==> src/rtl/bcd_pkg.sv <==
// rtl/bcd_pkg.sv - shared constants, FSM state type and sizing helper for the sequential BCD converter
package bcd_pkg;

  localparam int DIGIT_W     = 4;
  localparam int ADD3_THRESH = 4;

  typedef enum logic [1:0] {
    IDLE,
    SHIFT,
    DONE
  } bcd_state_t;

  // Bit counter must stay at least one bit wide even for a 1-bit input.
  function automatic int cnt_width(input int bin_width);
    return (bin_width > 1) ? $clog2(bin_width) : 1;
  endfunction

endpackage

==> src/rtl/seq_bcd_converter_if.sv <==
// rtl/seq_bcd_converter_if.sv - start/done handshake and result bus of the BCD converter
interface seq_bcd_converter_if
  import bcd_pkg::*;
#(
  parameter int BIN_WIDTH  = 16,
  parameter int NUM_DIGITS = 5
);

  logic                          start;
  logic [BIN_WIDTH-1:0]          binIn;
  logic                          ready;
  logic                          done;
  logic [DIGIT_W*NUM_DIGITS-1:0] bcdOut;
  logic                          overflow;
  logic [NUM_DIGITS-1:0]         blankMask;

  modport master (
    output start, binIn,
    input  ready, done, bcdOut, overflow, blankMask
  );

  modport slave (
    input  start, binIn,
    output ready, done, bcdOut, overflow, blankMask
  );

endinterface

==> src/rtl/bcd_digit_adj.sv <==
// rtl/bcd_digit_adj.sv - add-3 correction of one BCD digit ahead of the left shift
module bcd_digit_adj
  import bcd_pkg::*;
(
  input  logic [DIGIT_W-1:0] d_i,
  output logic [DIGIT_W-1:0] d_o
);

  assign d_o = (d_i > DIGIT_W'(ADD3_THRESH)) ? d_i + DIGIT_W'(3) : d_i;

endmodule

==> src/rtl/seq_bcd_converter.sv <==
// rtl/seq_bcd_converter.sv - bit-serial shift-and-add-3 binary to BCD converter; BCD_LEADING_ZERO_BLANK_EN enables blankMask
module seq_bcd_converter
  import bcd_pkg::*;
#(
  parameter int BIN_WIDTH  = 16,
  parameter int NUM_DIGITS = 5
) (
  input  logic                clk,
  input  logic                reset,
  seq_bcd_converter_if.slave  bus
);

  localparam int CNT_W = cnt_width(BIN_WIDTH);
  localparam int BCD_W = DIGIT_W * NUM_DIGITS;

  bcd_state_t            state_q, state_d;
  logic [CNT_W-1:0]      cnt_q, cnt_d;
  logic [BIN_WIDTH-1:0]  shift_q, shift_d;
  logic [BCD_W-1:0]      digits_q, digits_d, adj;
  logic                  ovf_q, ovf_d;
  logic [BCD_W-1:0]      bcd_q;
  logic                  overflow_q;
  logic [NUM_DIGITS-1:0] blank_q, blank_d;
  logic                  ready, done, accept, last_bit;

  for (genvar g = 0; g < NUM_DIGITS; g++) begin : g_adj
    bcd_digit_adj u_adj (
      .d_i (digits_q[g*DIGIT_W +: DIGIT_W]),
      .d_o (adj[g*DIGIT_W +: DIGIT_W])
    );
  end

  assign accept   = bus.start & ready;
  assign last_bit = (state_q == SHIFT) && (cnt_q == '0);

  always_ff @(posedge clk or posedge reset) begin
    if (reset) state_q <= IDLE;
    else       state_q <= state_d;
  end

  always_comb begin
    state_d = state_q;
    case (state_q)
      IDLE:    if (bus.start) state_d = SHIFT;
      SHIFT:   if (cnt_q == '0) state_d = DONE;
      DONE:    state_d = bus.start ? SHIFT : IDLE;
      default: state_d = IDLE;
    endcase
  end

  always_comb begin
    ready = (state_q != SHIFT);
    done  = (state_q == DONE);
  end

  always_comb begin
    cnt_d    = cnt_q;
    shift_d  = shift_q;
    digits_d = digits_q;
    ovf_d    = ovf_q;
    if (accept) begin
      shift_d  = bus.binIn;
      digits_d = '0;
      ovf_d    = 1'b0;
      cnt_d    = CNT_W'(BIN_WIDTH - 1);
    end else if (state_q == SHIFT) begin
      // Bit falling out of the top digit means the value needs more digits than we keep.
      digits_d = {adj[BCD_W-2:0], shift_q[BIN_WIDTH-1]};
      shift_d  = shift_q << 1;
      ovf_d    = ovf_q | adj[BCD_W-1];
      cnt_d    = cnt_q - CNT_W'(1);
    end
  end

`ifdef BCD_LEADING_ZERO_BLANK_EN
  logic upper_zero;
  always_comb begin
    blank_d    = '0;
    upper_zero = 1'b1;
    for (int k = NUM_DIGITS - 1; k >= 1; k--) begin
      upper_zero = upper_zero & (digits_d[k*DIGIT_W +: DIGIT_W] == '0);
      blank_d[k] = upper_zero & ~ovf_d;
    end
  end
`else
  assign blank_d = '0;
`endif

  always_ff @(posedge clk or posedge reset) begin
    if (reset) begin
      cnt_q      <= '0;
      shift_q    <= '0;
      digits_q   <= '0;
      ovf_q      <= 1'b0;
      bcd_q      <= '0;
      overflow_q <= 1'b0;
      blank_q    <= '0;
    end else begin
      cnt_q    <= cnt_d;
      shift_q  <= shift_d;
      digits_q <= digits_d;
      ovf_q    <= ovf_d;
      if (last_bit) begin
        bcd_q      <= digits_d;
        overflow_q <= ovf_d;
        blank_q    <= blank_d;
      end
    end
  end

  assign bus.ready     = ready;
  assign bus.done      = done;
  assign bus.bcdOut    = bcd_q;
  assign bus.overflow  = overflow_q;
  assign bus.blankMask = blank_q;

endmodule

==> src/flat_wrapper.sv <==
// flat-port wrapper written by rule: the top's interface ports become plain ports
module seq_bcd_converter_flat import bcd_pkg::*;
#(
  parameter int BIN_WIDTH  = 16,
  parameter int NUM_DIGITS = 5
)
  (clk, reset, bus_start, bus_binIn, bus_ready, bus_done, bus_bcdOut, bus_overflow, bus_blankMask);
  seq_bcd_converter_if #(.BIN_WIDTH(BIN_WIDTH), .NUM_DIGITS(NUM_DIGITS)) bus_i ();
  input  logic clk;
  input  logic reset;
  input wire logic [$bits(bus_i.start)-1:0] bus_start;
  input wire logic [$bits(bus_i.binIn)-1:0] bus_binIn;
  output wire logic [$bits(bus_i.ready)-1:0] bus_ready;
  output wire logic [$bits(bus_i.done)-1:0] bus_done;
  output wire logic [$bits(bus_i.bcdOut)-1:0] bus_bcdOut;
  output wire logic [$bits(bus_i.overflow)-1:0] bus_overflow;
  output wire logic [$bits(bus_i.blankMask)-1:0] bus_blankMask;
  assign bus_i.start = bus_start;
  assign bus_i.binIn = bus_binIn;
  assign bus_ready = bus_i.ready;
  assign bus_done = bus_i.done;
  assign bus_bcdOut = bus_i.bcdOut;
  assign bus_overflow = bus_i.overflow;
  assign bus_blankMask = bus_i.blankMask;
  seq_bcd_converter #(.BIN_WIDTH(BIN_WIDTH), .NUM_DIGITS(NUM_DIGITS)) u_core (.clk(clk), .reset(reset), .bus(bus_i));
endmodule
==> config.mk <==
export PLATFORM = sky130hd
export DESIGN_NAME = seq_bcd_converter_flat
export DESIGN_NICKNAME = d
export VERILOG_FILES = /design/src/rtl/bcd_pkg.sv /design/src/rtl/seq_bcd_converter_if.sv /design/src/rtl/bcd_digit_adj.sv /design/src/rtl/seq_bcd_converter.sv /design/src/flat_wrapper.sv
export SDC_FILE = /design/constraint.sdc
export NUM_CORES = 1
export LEC_CHECK = 0
export ABC_AREA = 1
export CAP_MARGIN = 0
export CELL_PAD_IN_SITES_DETAIL_PLACEMENT = 1
export CELL_PAD_IN_SITES_GLOBAL_PLACEMENT = 1
export CORE_UTILIZATION = 26
export CTS_CLUSTER_DIAMETER = 100
export DETAILED_ROUTE_END_ITERATION = 8
export GPL_TIMING_DRIVEN = 0
export PLACE_DENSITY_LB_ADDON = 0.1
export SLEW_MARGIN = 10
export SYNTH_ARGS = -nofsm -noshare
export SYNTH_HDL_FRONTEND = slang
export SYNTH_SLANG_ARGS = --single-unit
==> constraint.sdc <==
create_clock -name clk -period 2.49 [get_ports clk]
set_input_delay 0.498 -clock clk [delete_from_list [all_inputs] [get_ports clk]]
set_output_delay 0.498 -clock clk [all_outputs]
set_load 0.005 [all_outputs]
## Yosys cells after proc, flatten, opt, wreduce, memory -nomap -nowiden

Index checks and enable logic that the tools add are counted.

| operators by class | value |
|---|---|
| mux-type cells | 17 |
| add/subtract/negate cells | 6 |
| equal/unequal tests | 5 |
| reduce and logical (&&, ||, !) cells | 5 |
| bitwise operators | 2 |
| $lt $le $gt $ge | 5 |

Operators by type and width:

| cell | count |
|---|---|
| $mux 20 | 2 |
| $mux 16 | 2 |
| $mux 4 | 7 |
| $add 4x2->4 const B | 5 |
| $gt 4x3->1 const B | 5 |
| $pmux 2 s3 | 1 |
| $logic_not 4->1 | 1 |
| $mux 2 | 2 |
| $ne 2x1->1 const B | 2 |
| $sub 4x1->4 const B | 1 |
| $mux 1 | 3 |
| $eq 2x1->1 const B | 1 |
| $eq 2x2->1 const B | 1 |
| $logic_not 2->1 | 1 |
| $ne 2x2->1 const B | 1 |
| $reduce_and 2->1 | 1 |
| $reduce_bool 2->1 | 1 |
| $and 1x1->1 | 1 |
| $logic_and 1x1->1 | 1 |
| $or 1x1->1 | 1 |

| word-level totals | value |
|---|---|
| register bits | 64 |
| input bits | 19 |

## Depth between registers and ports, before layout

Gate-level depths: netlist of run 1.

| depth | value |
|---|---|
| depth after elaboration | 5 |
| gate-level depth with buffers | 10 |
| depth with buffers taken out | 10 |

## Cells and area by module

A second synthesis of run 1 with hierarchy kept.

| second synthesis, totals | value |
|---|---|
| cells, all modules | 460 |
| area, all modules | 3,407.0 um2 |

By module, submodules not included:

| module | cells an instance | times used | area each (um2) |
|---|---|---|---|
| seq_bcd_converter | 315 | 1 | 2,737.6 |
| bcd_digit_adj | 29 | 5 | 133.9 |

## Worst setup path before layout of run 1

Ideal clock, no wire load.

| timing | value |
|---|---|
| path kind | reg2reg |
| start point | reg u_core.cnt_q[0] |
| end point | reg u_core.bcd_q[19] (netlist: u_core.bus.bcdOut[19]) |
| setup time | 0.116 ns |
| stages on the path, launching flop included | 11 |
| path buffers | 1 |
| period minus slack after synthesis | 1.327 ns |
| arrival | 1.211 ns |
| path slack | 1.163 ns |
| data required time | 2.374 ns |
| path through | dfrtp_1 inv_1 ha_1 inv_1 nor2_4 nand2_2 nor2_4 inv_2 buf_6 nand2_1 nand2_1 |

| between the ends | value |
|---|---|
| longest elaborated chain between the ends | 2 |

RTL lines:

| element | line | text |
|---|---|---|
| start: declaration | seq_bcd_converter.sv:17 | `logic [CNT_W-1:0] cnt_q, cnt_d;` |
| start signal: assignment | seq_bcd_converter.sv:99 | `cnt_q <= cnt_d;` |
| $logic_not 4->1 | seq_bcd_converter.sv:34 | `assign last_bit = (state_q == SHIFT) && (cnt_q == '0);` |
| $logic_and 1x1->1 | seq_bcd_converter.sv:34 |  |
| end signal: assignment | seq_bcd_converter.sv:104 | `bcd_q <= digits_d;` |
| end: declaration | seq_bcd_converter.sv:21 | `logic [BCD_W-1:0] bcd_q;` |

No other way between the ends.
A chain may end at the register's enable or synchronous reset.

## Worst setup path in the final report of run 1

| timing | value |
|---|---|
| start point | reg u_core.state_q[0] |
| end point | out bus_ready |

| between the ends | value |
|---|---|
| longest elaborated chain between the ends | 1 |

RTL lines:

| element | line | text |
|---|---|---|
| start: declaration | seq_bcd_converter.sv:16 | `bcd_state_t state_q, state_d;` |
| start signal: assignment | seq_bcd_converter.sv:38 | `else state_q <= state_d;` |
| $ne 2x1->1 | seq_bcd_converter.sv:52 | `ready = (state_q != SHIFT);` |
| end: declaration | flat_wrapper.sv:13 | `output wire logic [$bits(bus_i.ready)-1:0] bus_ready;` |

No other way between the ends.

==> results_tabular.tex, run 1 <==
\begin{tabular}{lr}
\hline
Metric & Value \\
\hline
\multicolumn{2}{l}{\textbf{Die}} \\
Area of the die & $\sim$0.012 mm² \\
I/O pin total & 47 \\
Number of placement rows & 39 \\
Die height & 111 µm \\
Initial core utilization & 0.269 \\
Std-Cell Core Area & 0.0115 mm² \\
Die outline width & $\sim$110 µm \\
\multicolumn{2}{l}{\textbf{Cells and area}} \\
Antenna fix cells & 0 \\
Layout Nets & between 400 and 500 \\
Final core utilization & 0.351 \\
Commonest non-fill, non-tap cell in the layout & sky130\_fd\_sc\_hd\_\_nand2\_1 \\
Final design instance area without fill & 0.00404 mm² \\
Fraction of final layout cells sized beyond drive strength 1 & 0.123 \\
Area used by sequential logic in the layout & 0.00160 mm² \\
Leading cell types in the layout, fill and taps excluded & sky130\_fd\_sc\_hd\_\_nand2\_1 (155), sky130\_fd\_sc\_hd\_\_dfrtp\_1 (64), sky130\_fd\_sc\_hd\_\_clkdlybuf4s50\_1 (41), sky130\_fd\_sc\_hd\_\_inv\_1 (33), sky130\_fd\_sc\_hd\_\_nand3\_1 (30) \\
Final-layout fill cell count & between 1k and 1.5k \\
Multi-input gate area & 0.00124 mm² \\
Growth of design area from synthesis to finish & 30.3\% \\
Final Instance Count excl. Fillers & 582 \\
\multicolumn{2}{l}{\textbf{Clock network}} \\
Clock insertion delay at the later pin of the skew report & 0.34 ns \\
Clock tree buffer depth & 2 \\
Post CTS Setup Buffer Count & 0 \\
Cts hold-fix bufs & 0 \\
Buffer cell driving the clock tree root & sky130\_fd\_sc\_hd\_\_clkbuf\_16 \\
Number of levels the H-tree was split into & 3 \\
Clock buffers created by TritonCTS & 9 \\
Post-CTS clock slew at the launch and capture registers of the worst setup and hold paths & approximately 0.060 ns \\
TritonCTS clock tree & built \\
PostCTS Resize Cnt & 0 \\
Clock Sinks & 64 \\
\multicolumn{2}{l}{\textbf{Logic synthesis}} \\
Number of unique standard cell types used by synthesis & 25 \\
Dominant combinational cell family by area after synthesis & simple AND/OR/NAND/NOR gates \\
Post-synthesis mux area share & 0 \\
Mapped cell area & 0.00310 mm² \\
Adder-cell share of the synthesized area & 0.0242 \\
Synth Warn \# & 0 \\
Share of the synthesized netlist area taken by xor and xnor gates & 0 \\
Simple-gate share of the synthesized area & 0.299 \\
Mapped Cells & roughly 380 \\
Flip-flop and latch count after synthesis & 64 \\
Share of synthesized area occupied by flip-flops and latches & 0.517 \\
Share of the synthesized area in compound gates (AO/OA/AOI/OAI) & 0.0694 \\
Avg Synthesized Cell Area & 8.22 µm² \\
\multicolumn{2}{l}{\textbf{Drt}} \\
Initial DRT Pass Iterations & 6 \\
Via-per-instance ratio & 4.41 \\
Initial drt markers & 78 \\
Count of vias placed by the detailed router & 2564 \\
Residual DRC & 8 \\
ANT nets after route & 0 \\
Routed length per instance & $\sim$14 µm \\
Total wire length after detailed routing & between 8000 and 9000 µm \\
\multicolumn{2}{l}{\textbf{STA}} \\
Final hold violation count & 0 \\
Setup TNS & 0 ns \\
Maximum clock skew at final layout & 0.0126 ns \\
Period utilisation layout & 0.906 \\
Top achievable clock speed & approximately 440 MHz \\
Slew Viols, Final & 0 \\
Unrepaired setup endpoints after global routing & no \\
Final period demand of the worst path & roughly 2.3 ns \\
Setup violations, final & 0 \\
\multicolumn{2}{l}{\textbf{GRT}} \\
All-layer global routing usage & 0.145 \\
Antenna violations before repair & 0 \\
Maximum number of pins on one net before global-route repair & 48 \\
Via count of the first global-routing pass & 2718 \\
Sum of overflow across all layers after global routing & 0 \\
First-pass GRT wire length & 13900 µm \\
\multicolumn{2}{l}{\textbf{Power and ir drop}} \\
Design Power & 5.30 mW \\
Power per cell area & 1310 mW/mm² \\
Leak Pwr & 1.95 nW \\
Maximum vdd ir drop & approximately 0.47 mV \\
\multicolumn{2}{l}{\textbf{Run status}} \\
Result of the run & finished, violations left \\
Failing checks & design-rule violations \\
\multicolumn{2}{l}{\textbf{Setup path}} \\
Standard cell with the maximum stage delay on the critical path & sky130\_fd\_sc\_hd\_\_clkdlybuf4s50\_1 \\
Crit path arrival time & approximately 1.8 ns \\
Highest cell delay on the worst timing path & 0.55 ns \\
Crit path kind & flip-flop to output port \\
Required time reported for the critical path endpoint & 1.99 ns \\
Critical register-to-register path startpoint & u\_core.cnt\_q[0] \\
Length in cells of the worst reg-to-reg path & 10 \\
Nature of the critical path startpoint & flip-flop \\
Critical Path Sink Type & output port \\
Cells along the critical path & nand2\_4, buf\_2, clkdlybuf4s50\_1 \\
Register-to-register setup slack & 0.99 ns \\
Worst flop-to-flop path endpoint & u\_core.bus.bcdOut[12] \\
Largest fanout of any net on the critical path & 10 \\
\multicolumn{2}{l}{\textbf{Placement}} \\
Number of buffers added on ports & 41 \\
Post-Place Cells & $\sim$570 \\
Weighted congestion reported at the end of routability-driven placement & 0.764 \\
Cell area reported after detailed placement & 0.00373 mm² \\
Half-perimeter wire length after detailed placement & roughly 5600 µm \\
\multicolumn{2}{l}{\textbf{Min path}} \\
Hold/Removal Path Class & input port to async pin \\
\multicolumn{2}{l}{\textbf{Job}} \\
Total of max-cap violations & 0 \\
\hline
\end{tabular}
registers in the layout, indices dropped and copies added, names as in the netlist:
| signal | cells |
|---|---|
| u_core.bus.bcdOut | 20 |
| u_core.bus.overflow | 1 |
| u_core.cnt_q | 4 |
| u_core.digits_q | 20 |
| u_core.ovf_q | 1 |
| u_core.shift_q | 16 |
| u_core.state_q | 2 |
cells by family (layout without fill, tap and decap cells):
| kind of cell | after synthesis | count (layout) |
|---|---|---|
| buffers and inverters | 54 | 112 |
| flip-flops | 64 | 64 |
| other | 1 | 5 |
| AND/OR/NAND/NOR | 217 | 217 |
| adder cells (fa/ha/maj) | 6 | 6 |
| AO/OA/AOI/OAI | 35 | 35 |
stage by stage:
stage	setup WS, ns	hold slack (ns)
floorplan	0.394	0.465
global placement	-1.04	0.463
detailed placement	0.496	0.465
CTS	0.196	0.468
global route	0.158	0.499
finish	0.233	0.465
worst max-delay path: cells and delay by family, from the launching register on:
family                 cells  cell delay [ns]
buffers and inverters      2             0.83
AND/OR/NAND/NOR            1             0.17
flip-flops                 1             0.42
power breakdown:
part / total (mW) / switching [mW] / internal, mW
logic: 2.17 / 1.22 / 0.947
registers: 1.83 / 0.319 / 1.51
clock network: 1.30 / 0.519 / 0.784
total: 5.30 / 2.06 / 3.24
cell usage after synthesis:
master,number,area [µm²]
sky130_fd_sc_hd__a21oi_1,2,10.0
sky130_fd_sc_hd__a21oi_2,5,43.8
sky130_fd_sc_hd__buf_2,3,15.0
sky130_fd_sc_hd__buf_4,10,75.1
sky130_fd_sc_hd__buf_6,4,45.0
sky130_fd_sc_hd__conb_1,1,3.75
sky130_fd_sc_hd__dfrtp_1,64,1600
sky130_fd_sc_hd__ha_1,6,75.1
sky130_fd_sc_hd__inv_1,34,128
sky130_fd_sc_hd__inv_2,2,7.51
sky130_fd_sc_hd__inv_4,1,6.26
sky130_fd_sc_hd__nand2_1,155,582
sky130_fd_sc_hd__nand2_2,1,6.26
sky130_fd_sc_hd__nand2_4,2,22.5
sky130_fd_sc_hd__nand3_1,30,150
sky130_fd_sc_hd__nand3_2,5,50.1
sky130_fd_sc_hd__nand4_1,1,6.26
sky130_fd_sc_hd__nor2_1,19,71.3
sky130_fd_sc_hd__nor2_4,3,33.8
sky130_fd_sc_hd__nor3_1,1,5.00
sky130_fd_sc_hd__o211ai_1,5,37.5
sky130_fd_sc_hd__o21ai_0,19,95.1
sky130_fd_sc_hd__o21ai_1,1,5.00
sky130_fd_sc_hd__o221ai_1,2,17.5
sky130_fd_sc_hd__o22ai_1,1,6.26
metal layers:
| metal | up-vias | share of wire | global-route usage |
|---|---|---|---|
| li1 | 1287 | - | - |
| met1 | 1227 | 0.51 | 0.195 |
| met2 | 39 | 0.44 | 0.229 |
| met3 | 11 | 0.037 | 0.0344 |
| met4 | 0 | 0.013 | 0.0486 |
| met5 | - | 0 | 0 |
worst max-delay path by stage:
| stage | from | to | slack, ns | cells after the start |
|---|---|---|---|---|
| 2_1_floorplan | reset | u_core.bus.bcdOut[0] | 0.39 | 1 |
| 3_3_place_gp | reset | u_core.bus.bcdOut[2] | -1.04 | 2 |
| 3_5_place_dp | bus_start | u_core.bus.bcdOut[18] | 0.50 | 9 |
| 4_1_cts | u_core.state_q[0] | bus_ready | 0.20 | 3 |
| 5_1_grt | u_core.state_q[0] | bus_ready | 0.16 | 3 |
| 6_report | u_core.state_q[0] | bus_ready | 0.23 | 3 |
area by class of cell:
cell class	count	area share
sequential	64	0.397
multi-input combinational	263	0.306
timing repair buffer	42	0.108
clock buffer	9	0.0558
tap	143	0.0443
inverter	37	0.0356
buffer	17	0.0335
clock inverter	7	0.0195
No activity file was read; power rests on OpenSTA's default activity.
==> run 2, diff against run 1 <==
--- a/config.mk
+++ b/config.mk
@@ -9,6 +9,7 @@
 export CAP_MARGIN = 0
 export CELL_PAD_IN_SITES_DETAIL_PLACEMENT = 1
 export CELL_PAD_IN_SITES_GLOBAL_PLACEMENT = 1
+export CORE_ASPECT_RATIO = 1.5
 export CORE_UTILIZATION = 26
 export CTS_CLUSTER_DIAMETER = 100
 export DETAILED_ROUTE_END_ITERATION = 8
@@ -17,4 +18,5 @@
 export SLEW_MARGIN = 10
 export SYNTH_ARGS = -nofsm -noshare
 export SYNTH_HDL_FRONTEND = slang
+export SYNTH_HIERARCHICAL = 1
 export SYNTH_SLANG_ARGS = --single-unit
==> results_tabular.tex, run 2 <==
\begin{tabular}{lr}
\hline
Metric & Value \\
\hline
\multicolumn{2}{l}{\textbf{Setup path}} \\
Bufs and invs on worst path & 1 \\
Crit path kind & flip-flop to output port \\
Family of cells with the greatest summed delay on the critical path & buffers and inverters \\
Critical Path Sink Type & output port \\
Standard cell with the maximum stage delay on the critical path & sky130\_fd\_sc\_hd\_\_clkdlybuf4s50\_1 \\
Required time reported for the critical path endpoint & $\sim$2.0 ns \\
Nature of the critical path startpoint & flip-flop \\
Largest fanout of any net on the critical path & 4 \\
Cells along the critical path & nor2\_1, clkdlybuf4s50\_1 \\
Highest cell delay on the worst timing path & about 0.52 ns \\
Crit path arrival time & 1.45 ns \\
\multicolumn{2}{l}{\textbf{STA}} \\
Final hold violation count & 0 \\
Final period demand of the worst path & 1.95 ns \\
Maximum clock skew at final layout & 0.00598 ns \\
Unrepaired setup endpoints after global routing & no \\
Fin Hold WS & 0.466 ns \\
Top achievable clock speed & 512 MHz \\
Period utilisation layout & 0.784 \\
Slew Viols, Final & 0 \\
Setup violations, final & 0 \\
\multicolumn{2}{l}{\textbf{Logic synthesis}} \\
Mapped Cells & 460 \\
Dominant cells by area after synthesis & sky130\_fd\_sc\_hd\_\_dfrtp\_1 (47\%), sky130\_fd\_sc\_hd\_\_nand2\_1 (22\%), sky130\_fd\_sc\_hd\_\_inv\_1 (7.1\%) \\
Most common flop cell mapped by yosys & sky130\_fd\_sc\_hd\_\_dfrtp\_1 \\
Area share of the leading cell type in the synthesized netlist & 0.470 \\
Number of flops mapped to enable cells by yosys & 0 \\
Cell with the most instances after synthesis & sky130\_fd\_sc\_hd\_\_nand2\_1 \\
Mapped cell area & 0.00341 mm² \\
Post-synthesis async set-or-reset flop share & 1.00 \\
Flip-flop and latch count after synthesis & 64 \\
Synth top cells by count & sky130\_fd\_sc\_hd\_\_nand2\_1 (201), sky130\_fd\_sc\_hd\_\_dfrtp\_1 (64), sky130\_fd\_sc\_hd\_\_inv\_1 (64), sky130\_fd\_sc\_hd\_\_nand3\_1 (39), sky130\_fd\_sc\_hd\_\_nand4\_1 (17) \\
Avg Synthesized Cell Area & between 7 and 8 µm² \\
Number of unique standard cell types used by synthesis & 20 \\
Share of synthesized area occupied by flip-flops and latches & 0.470 \\
Synth Warn \# & 6 \\
Cell taking the most area after synthesis & sky130\_fd\_sc\_hd\_\_dfrtp\_1 \\
\multicolumn{2}{l}{\textbf{Placement}} \\
Number of buffers added on ports & just over 40 \\
Weighted congestion reported at the end of routability-driven placement & 0.747 \\
Half-perimeter wire length after detailed placement & 6610 µm \\
\multicolumn{2}{l}{\textbf{Clock network}} \\
Buffer cell driving the clock tree root & sky130\_fd\_sc\_hd\_\_clkbuf\_16 \\
Post-CTS clock slew at the launch and capture registers of the worst setup and hold paths & 0.05 ns \\
Clock Sinks & 64 \\
Cts hold-fix bufs & 0 \\
Clock tree buffer depth & 2 \\
Post CTS Setup Buffer Count & 0 \\
Number of levels the H-tree was split into & 3 \\
Clock buffers created by TritonCTS & 9 \\
PostCTS Resize Cnt & 0 \\
Clock insertion delay at the later pin of the skew report & 0.33 ns \\
TritonCTS clock tree & built \\
\multicolumn{2}{l}{\textbf{Drt}} \\
Top routing layer in use & met4 \\
Count of vias placed by the detailed router & 2999 \\
Routed length per instance & 13.1 µm \\
Residual DRC & 0 \\
Wire length on met3 & 212 µm \\
Detailed-routed wire length on met2 & 4480 µm \\
Via-per-instance ratio & 4.42 \\
Initial DRT Pass Iterations & 4 \\
Initial drt markers & 52 \\
ANT nets after route & 0 \\
Total wire length after detailed routing & 8860 µm \\
Routed met1 length & around 4000 µm \\
\multicolumn{2}{l}{\textbf{Die}} \\
Initial core utilization & 0.270 \\
Std-Cell Core Area & between 0.01 and 0.015 mm² \\
Number of placement rows & 50 \\
I/O pin total & 47 \\
Die height & 142 µm \\
Die outline width & 95.5 µm \\
Area of the die & 0.0136 mm² \\
\multicolumn{2}{l}{\textbf{Cells and area}} \\
Final-layout fill cell count & 1554 \\
Leading cell types in the layout, fill and taps excluded & sky130\_fd\_sc\_hd\_\_nand2\_1 (201), sky130\_fd\_sc\_hd\_\_dfrtp\_1 (64), sky130\_fd\_sc\_hd\_\_inv\_1 (63), sky130\_fd\_sc\_hd\_\_clkdlybuf4s50\_1 (41), sky130\_fd\_sc\_hd\_\_nand3\_1 (39) \\
Final core utilization & 0.346 \\
Commonest non-fill, non-tap cell in the layout & sky130\_fd\_sc\_hd\_\_nand2\_1 \\
Multi-input gate area & 0.00142 mm² \\
Area used by sequential logic in the layout & 0.00160 mm² \\
Antenna fix cells & 0 \\
Fraction of final layout cells sized beyond drive strength 1 & 0.0900 \\
Growth of design area from synthesis to finish & 28.2\% \\
Layout Nets & around 550 \\
\multicolumn{2}{l}{\textbf{Power and ir drop}} \\
Design Power & 5.58 mW \\
Leak Pwr & 2.30 nW \\
Power per cell area & 1280 mW/mm² \\
Maximum vdd ir drop & between 0.4 and 0.5 mV \\
\multicolumn{2}{l}{\textbf{Job}} \\
Total of max-cap violations & 0 \\
\multicolumn{2}{l}{\textbf{GRT}} \\
All-layer global routing usage & 0.148 \\
Via count of the first global-routing pass & 3059 \\
Antenna violations before repair & 0 \\
First-pass GRT wire length & 15100 µm \\
Maximum number of pins on one net before global-route repair & 37 \\
Sum of overflow across all layers after global routing & 0 \\
\multicolumn{2}{l}{\textbf{Run status}} \\
Result of the run & completed \\
\multicolumn{2}{l}{\textbf{Min path}} \\
Hold/Removal Path Class & flip-flop to flip-flop \\
\hline
\end{tabular}
==> run 2: cell types whose count changed in the layout (fill, tap and decap cells not counted), moves of 6 or more <==
cell / change
sky130_fd_sc_hd__inv_1: +30
sky130_fd_sc_hd__nand2_1: +46
sky130_fd_sc_hd__nand3_1: +9
sky130_fd_sc_hd__nand4_1: +16
sky130_fd_sc_hd__nor2_1: -11
sky130_fd_sc_hd__o21ai_0: -6
sky130_fd_sc_hd__o21ai_1: +9
==> run 2: cell families after synthesis <==
kind of cell               count (synthesis)  synth area share
and+or+nand+nor                          274             0.338
AOI/OAI and AO/OA                         23            0.0338
adders and majority gates                 11            0.0404
buffers and inverters                     87             0.116
DFF                                       64             0.470
other                                      1           0.00110
==> run 2: area by class of cell <==
cell class / instances / share of cell area
sequential: 64 / 0.367
buffer: 20 / 0.0332
clock inverter: 2 / 0.00802
tap: 156 / 0.0447
timing repair buffer: 42 / 0.0985
clock buffer: 14 / 0.0650
inverter: 67 / 0.0581
multi-input combinational: 313 / 0.326
==> run 2: stage by stage <==
stage | instance area [µm²] | cells | setup slack (ns) | TNS [ns]
final | 4370 | 678 | 0.538 | 0
after global routing | 4370 | 678 | 0.481 | 0
after CTS | 4370 | 678 | 0.507 | 0
after detailed placement | 4050 | 662 | 0.623 | 0
after global placement | 4030 | 661 | -0.986 | -62.59
after floorplan | 3420 | 464 | 0.394 | 0
==> run 2: worst paths after layout <==
kind	startpoint	end	slack (ns)	cells after the start
worst max-delay path	u_core/state_q[0]	bus_done	0.54	2
worst min register to register	u_core/bus.bcdOut[13]	u_core/bus.bcdOut[13]	0.47	2
min in group asynchronous	reset	u_core/digits_q[15]	0.51	2
worst min-delay path	u_core/bus.bcdOut[13]	u_core/bus.bcdOut[13]	0.47	2
worst max register to register	u_core/cnt_q[0]	u_core/bus.bcdOut[16]	0.84	6
max in group asynchronous	reset	u_core/digits_q[7]	1.45	3
==> run 2: tightest hold or removal path: stages (launching register included) <==
cell and delay [ns]:
sky130_fd_sc_hd__dfrtp_1 0.34, sky130_fd_sc_hd__nand2_1 0.05, sky130_fd_sc_hd__nand2_1 0.04
==> run 2: where the power goes <==
group / switching [mW] / internal [mW] / leakage (nW) / total [mW]
registers: 0.312 / 1.48 / 0.802 / 1.80
logic: 1.44 / 1.00 / 1.34 / 2.44
clock network: 0.453 / 0.882 / 0.159 / 1.34
total: 2.21 / 3.37 / 2.30 / 5.58
==> run 2: per-layer routing <==
metal	global-route usage	vias to the layer above
met2	0.251	39
met3	0.0272	10
met1	0.178	1426
met4	0.0683	0
met5	0	-
li1	-	1524
==> run 3, diff against run 2 <==
==> constraint.sdc (replaced) <==
create_clock -name clk -period 1.8 [get_ports clk]
set_input_delay 0.36 -clock clk [delete_from_list [all_inputs] [get_ports clk]]
set_output_delay 0.36 -clock clk [all_outputs]
set_load 0.005 [all_outputs]
==> results_tabular.tex, run 3 (synthesis results as in run 2) <==
\begin{tabular}{lr}
\hline
Metric & Value \\
\hline
\multicolumn{2}{l}{\textbf{Run status}} \\
Result of the run & completed \\
\multicolumn{2}{l}{\textbf{Placement}} \\
Weighted congestion reported at the end of routability-driven placement & 0.747 \\
Number of buffers added on ports & 41 \\
Half-perimeter wire length after detailed placement & 6730 µm \\
Cell area reported after detailed placement & approximately 0.004 mm² \\
\multicolumn{2}{l}{\textbf{GRT}} \\
Antenna violations before repair & 0 \\
All-layer global routing usage & 0.151 \\
Sum of overflow across all layers after global routing & 0 \\
First-pass GRT wire length & $\sim$16000 µm \\
Maximum number of pins on one net before global-route repair & 34 \\
Via count of the first global-routing pass & 3213 \\
\multicolumn{2}{l}{\textbf{Setup path}} \\
Largest fanout of any net on the critical path & 2 \\
Cells along the critical path & inv\_1, nand2\_4, clkdlybuf4s50\_1 \\
Critical Path Source & u\_core/state\_q[1] \\
Required time reported for the critical path endpoint & about 1.4 ns \\
Bufs and invs on worst path & 2 \\
Critical Path Sink Type & output port \\
Worst flop-to-flop path endpoint & u\_core/cnt\_q[2] \\
Family of cells with the greatest summed delay on the critical path & buffers and inverters \\
WP depth & 3 \\
Critical register-to-register path startpoint & u\_core/cnt\_q[0] \\
Capturing element of the worst setup path & bus\_ready \\
Crit path arrival time & 1.35 ns \\
Length in cells of the worst reg-to-reg path & 6 \\
Highest cell delay on the worst timing path & 0.49 ns \\
Register-to-register setup slack & 0.32 ns \\
Standard cell with the maximum stage delay on the critical path & sky130\_fd\_sc\_hd\_\_clkdlybuf4s50\_1 \\
Nature of the critical path startpoint & flip-flop \\
Crit path kind & flip-flop to output port \\
\multicolumn{2}{l}{\textbf{Power and ir drop}} \\
Internal power & about 4.8 mW \\
Leak Pwr & $\sim$2.3 nW \\
Switching power total & 3.10 mW \\
Power per cell area & 1790 mW/mm² \\
Design Power & between 7 and 8 mW \\
Share of total power in the clock network & 0.251 \\
Share of power burned in combinational logic & 0.431 \\
Share of total power consumed by net switching & 0.393 \\
Proportion of power drawn by flip-flops and latches & 0.318 \\
Maximum vdd ir drop & 0.539 mV \\
\multicolumn{2}{l}{\textbf{Clock network}} \\
Clock insertion delay at the later pin of the skew report & 0.33 ns \\
Clock tree buffer depth & 2 \\
Post-CTS clock slew at the launch and capture registers of the worst setup and hold paths & around 0.050 ns \\
Cts hold-fix bufs & 0 \\
Buffer cell driving the clock tree root & sky130\_fd\_sc\_hd\_\_clkbuf\_16 \\
Number of levels the H-tree was split into & 3 \\
TritonCTS clock tree & built \\
Clock buffers created by TritonCTS & 9 \\
Clock Sinks & 64 \\
\multicolumn{2}{l}{\textbf{Min path}} \\
Hold/Removal Path Class & flip-flop to flip-flop \\
\multicolumn{2}{l}{\textbf{Cells and area}} \\
Antenna fix cells & 0 \\
Final-layout fill cell count & 1557 \\
Growth of design area from synthesis to finish & 29.0\% \\
Fraction of final layout cells sized beyond drive strength 1 & 0.0958 \\
Leading cell types in the layout, fill and taps excluded & sky130\_fd\_sc\_hd\_\_nand2\_1 (201), sky130\_fd\_sc\_hd\_\_inv\_1 (63), sky130\_fd\_sc\_hd\_\_dfrtp\_1 (63), sky130\_fd\_sc\_hd\_\_clkdlybuf4s50\_1 (40), sky130\_fd\_sc\_hd\_\_nand3\_1 (39) \\
Layout Nets & about 550 \\
Final design instance area without fill & 0.00439 mm² \\
Commonest non-fill, non-tap cell in the layout & sky130\_fd\_sc\_hd\_\_nand2\_1 \\
\multicolumn{2}{l}{\textbf{Drt}} \\
Initial drt markers & $\sim$120 \\
Via-per-instance ratio & 4.43 \\
Residual DRC & 0 \\
Routed length per instance & 13.4 µm \\
ANT nets after route & 0 \\
Total wire length after detailed routing & just over 9000 µm \\
Count of vias placed by the detailed router & between 3k and 4k \\
Initial DRT Pass Iterations & 4 \\
\multicolumn{2}{l}{\textbf{Die}} \\
Die height & around 140 µm \\
Initial core utilization & 0.270 \\
I/O pin total & 47 \\
Area of the die & about 0.014 mm² \\
Number of placement rows & 50 \\
Std-Cell Core Area & 0.0126 mm² \\
Die outline width & $\sim$95 µm \\
\multicolumn{2}{l}{\textbf{STA}} \\
Setup violations, final & 0 \\
Unrepaired setup endpoints after global routing & no \\
Final hold violation count & 0 \\
Final period demand of the worst path & 1.71 ns \\
Period utilisation layout & 0.948 \\
Slew Viols, Final & 0 \\
Pin slew with the least headroom to its limit & 0.786 ns \\
Top achievable clock speed & between 500 and 600 MHz \\
Maximum clock skew at final layout & 0.00472 ns \\
Setup TNS & 0 ns \\
Remaining max-slew budget at the tightest pin & 0.475 \\
\multicolumn{2}{l}{\textbf{Job}} \\
Total of max-cap violations & 0 \\
\hline
\end{tabular}
run 3: cell count changes in the layout (fill, tap and decap cells not counted), sizes merged:
cell and delta:
clkbuf -4, bufinv +2, clkinvlp +2, clkdlybuf4s50 -1, clkinv +1, dlygate4sd2 +1
inv -1
run 3: how the worst min path moves through the flow:
stage,startpoint,endpoint,slack (ns),depth (start not counted)
after global placement,u_core/bus.bcdOut[12],u_core/bus.bcdOut[12],0.46,2
after detailed placement,u_core/shift_q[0],u_core/shift_q[0],0.46,2
after CTS,u_core/shift_q[0],u_core/shift_q[0],0.47,2
after global routing,u_core/bus.bcdOut[12],u_core/bus.bcdOut[12],0.50,2
after floorplan,u_core/ovf_q,u_core/ovf_q,0.44,2
final,u_core/bus.bcdOut[12],u_core/bus.bcdOut[12],0.47,2
run 3: stage by stage:
step           hold slack [ns]   util  cells  setup slack, ns
2_1_floorplan            0.438      -    464            0.490
3_3_place_gp             0.457  0.319    661           -0.219
3_5_place_dp             0.458  0.321    662           0.0704
4_1_cts                  0.473  0.348    679           0.0685
5_1_grt                  0.502  0.348    678           0.0299
6_report                 0.469  0.348    678           0.0932
run 3: tightest hold or removal path: stages (launching register included):
cell                      delay (ns)
sky130_fd_sc_hd__dfrtp_1        0.34
sky130_fd_sc_hd__nand2_1        0.05
sky130_fd_sc_hd__nand2_1        0.05
run 3: final cells by class:
cell class                      instances  area [µm²]  area share
Sequential cell                        64        1600       0.365
Inverter                               67         255      0.0581
Clock buffer                           10         229      0.0521
Tap cell                              156         195      0.0444
Buffer                                 19         141      0.0322
Clock inverter                          6         108      0.0245
Multi-Input combinational cell        313        1430       0.325
Timing Repair Buffer                   43         437      0.0994
run 3: power by group through the flow:
stage	registers, mW	clock network [mW]	logic, mW
after floorplan	2.42	0	2.28
after global placement	2.51	0	3.36
after detailed placement	2.53	0	3.46
after CTS	2.52	2.05	3.49
after global routing	2.60	2.10	3.99
final	2.51	1.98	3.40
run 3: layer usage:
layer,GRT usage,vias up,wire (µm)
met5,0,-,0
met4,0.0542,0,144
met3,0.0283,7,177
met2,0.260,35,4670
met1,0.184,1433,4120
li1,-,1529,-
run 3: repair_timing:
| item | in CTS | in global routing |
|---|---|---|
| endpoints found under the setup margin | 2 | 3 |
| gates resized for setup | 3 | 0 |
| pin swaps | 1 | 0 |
| buffers inserted | 1 | 0 |
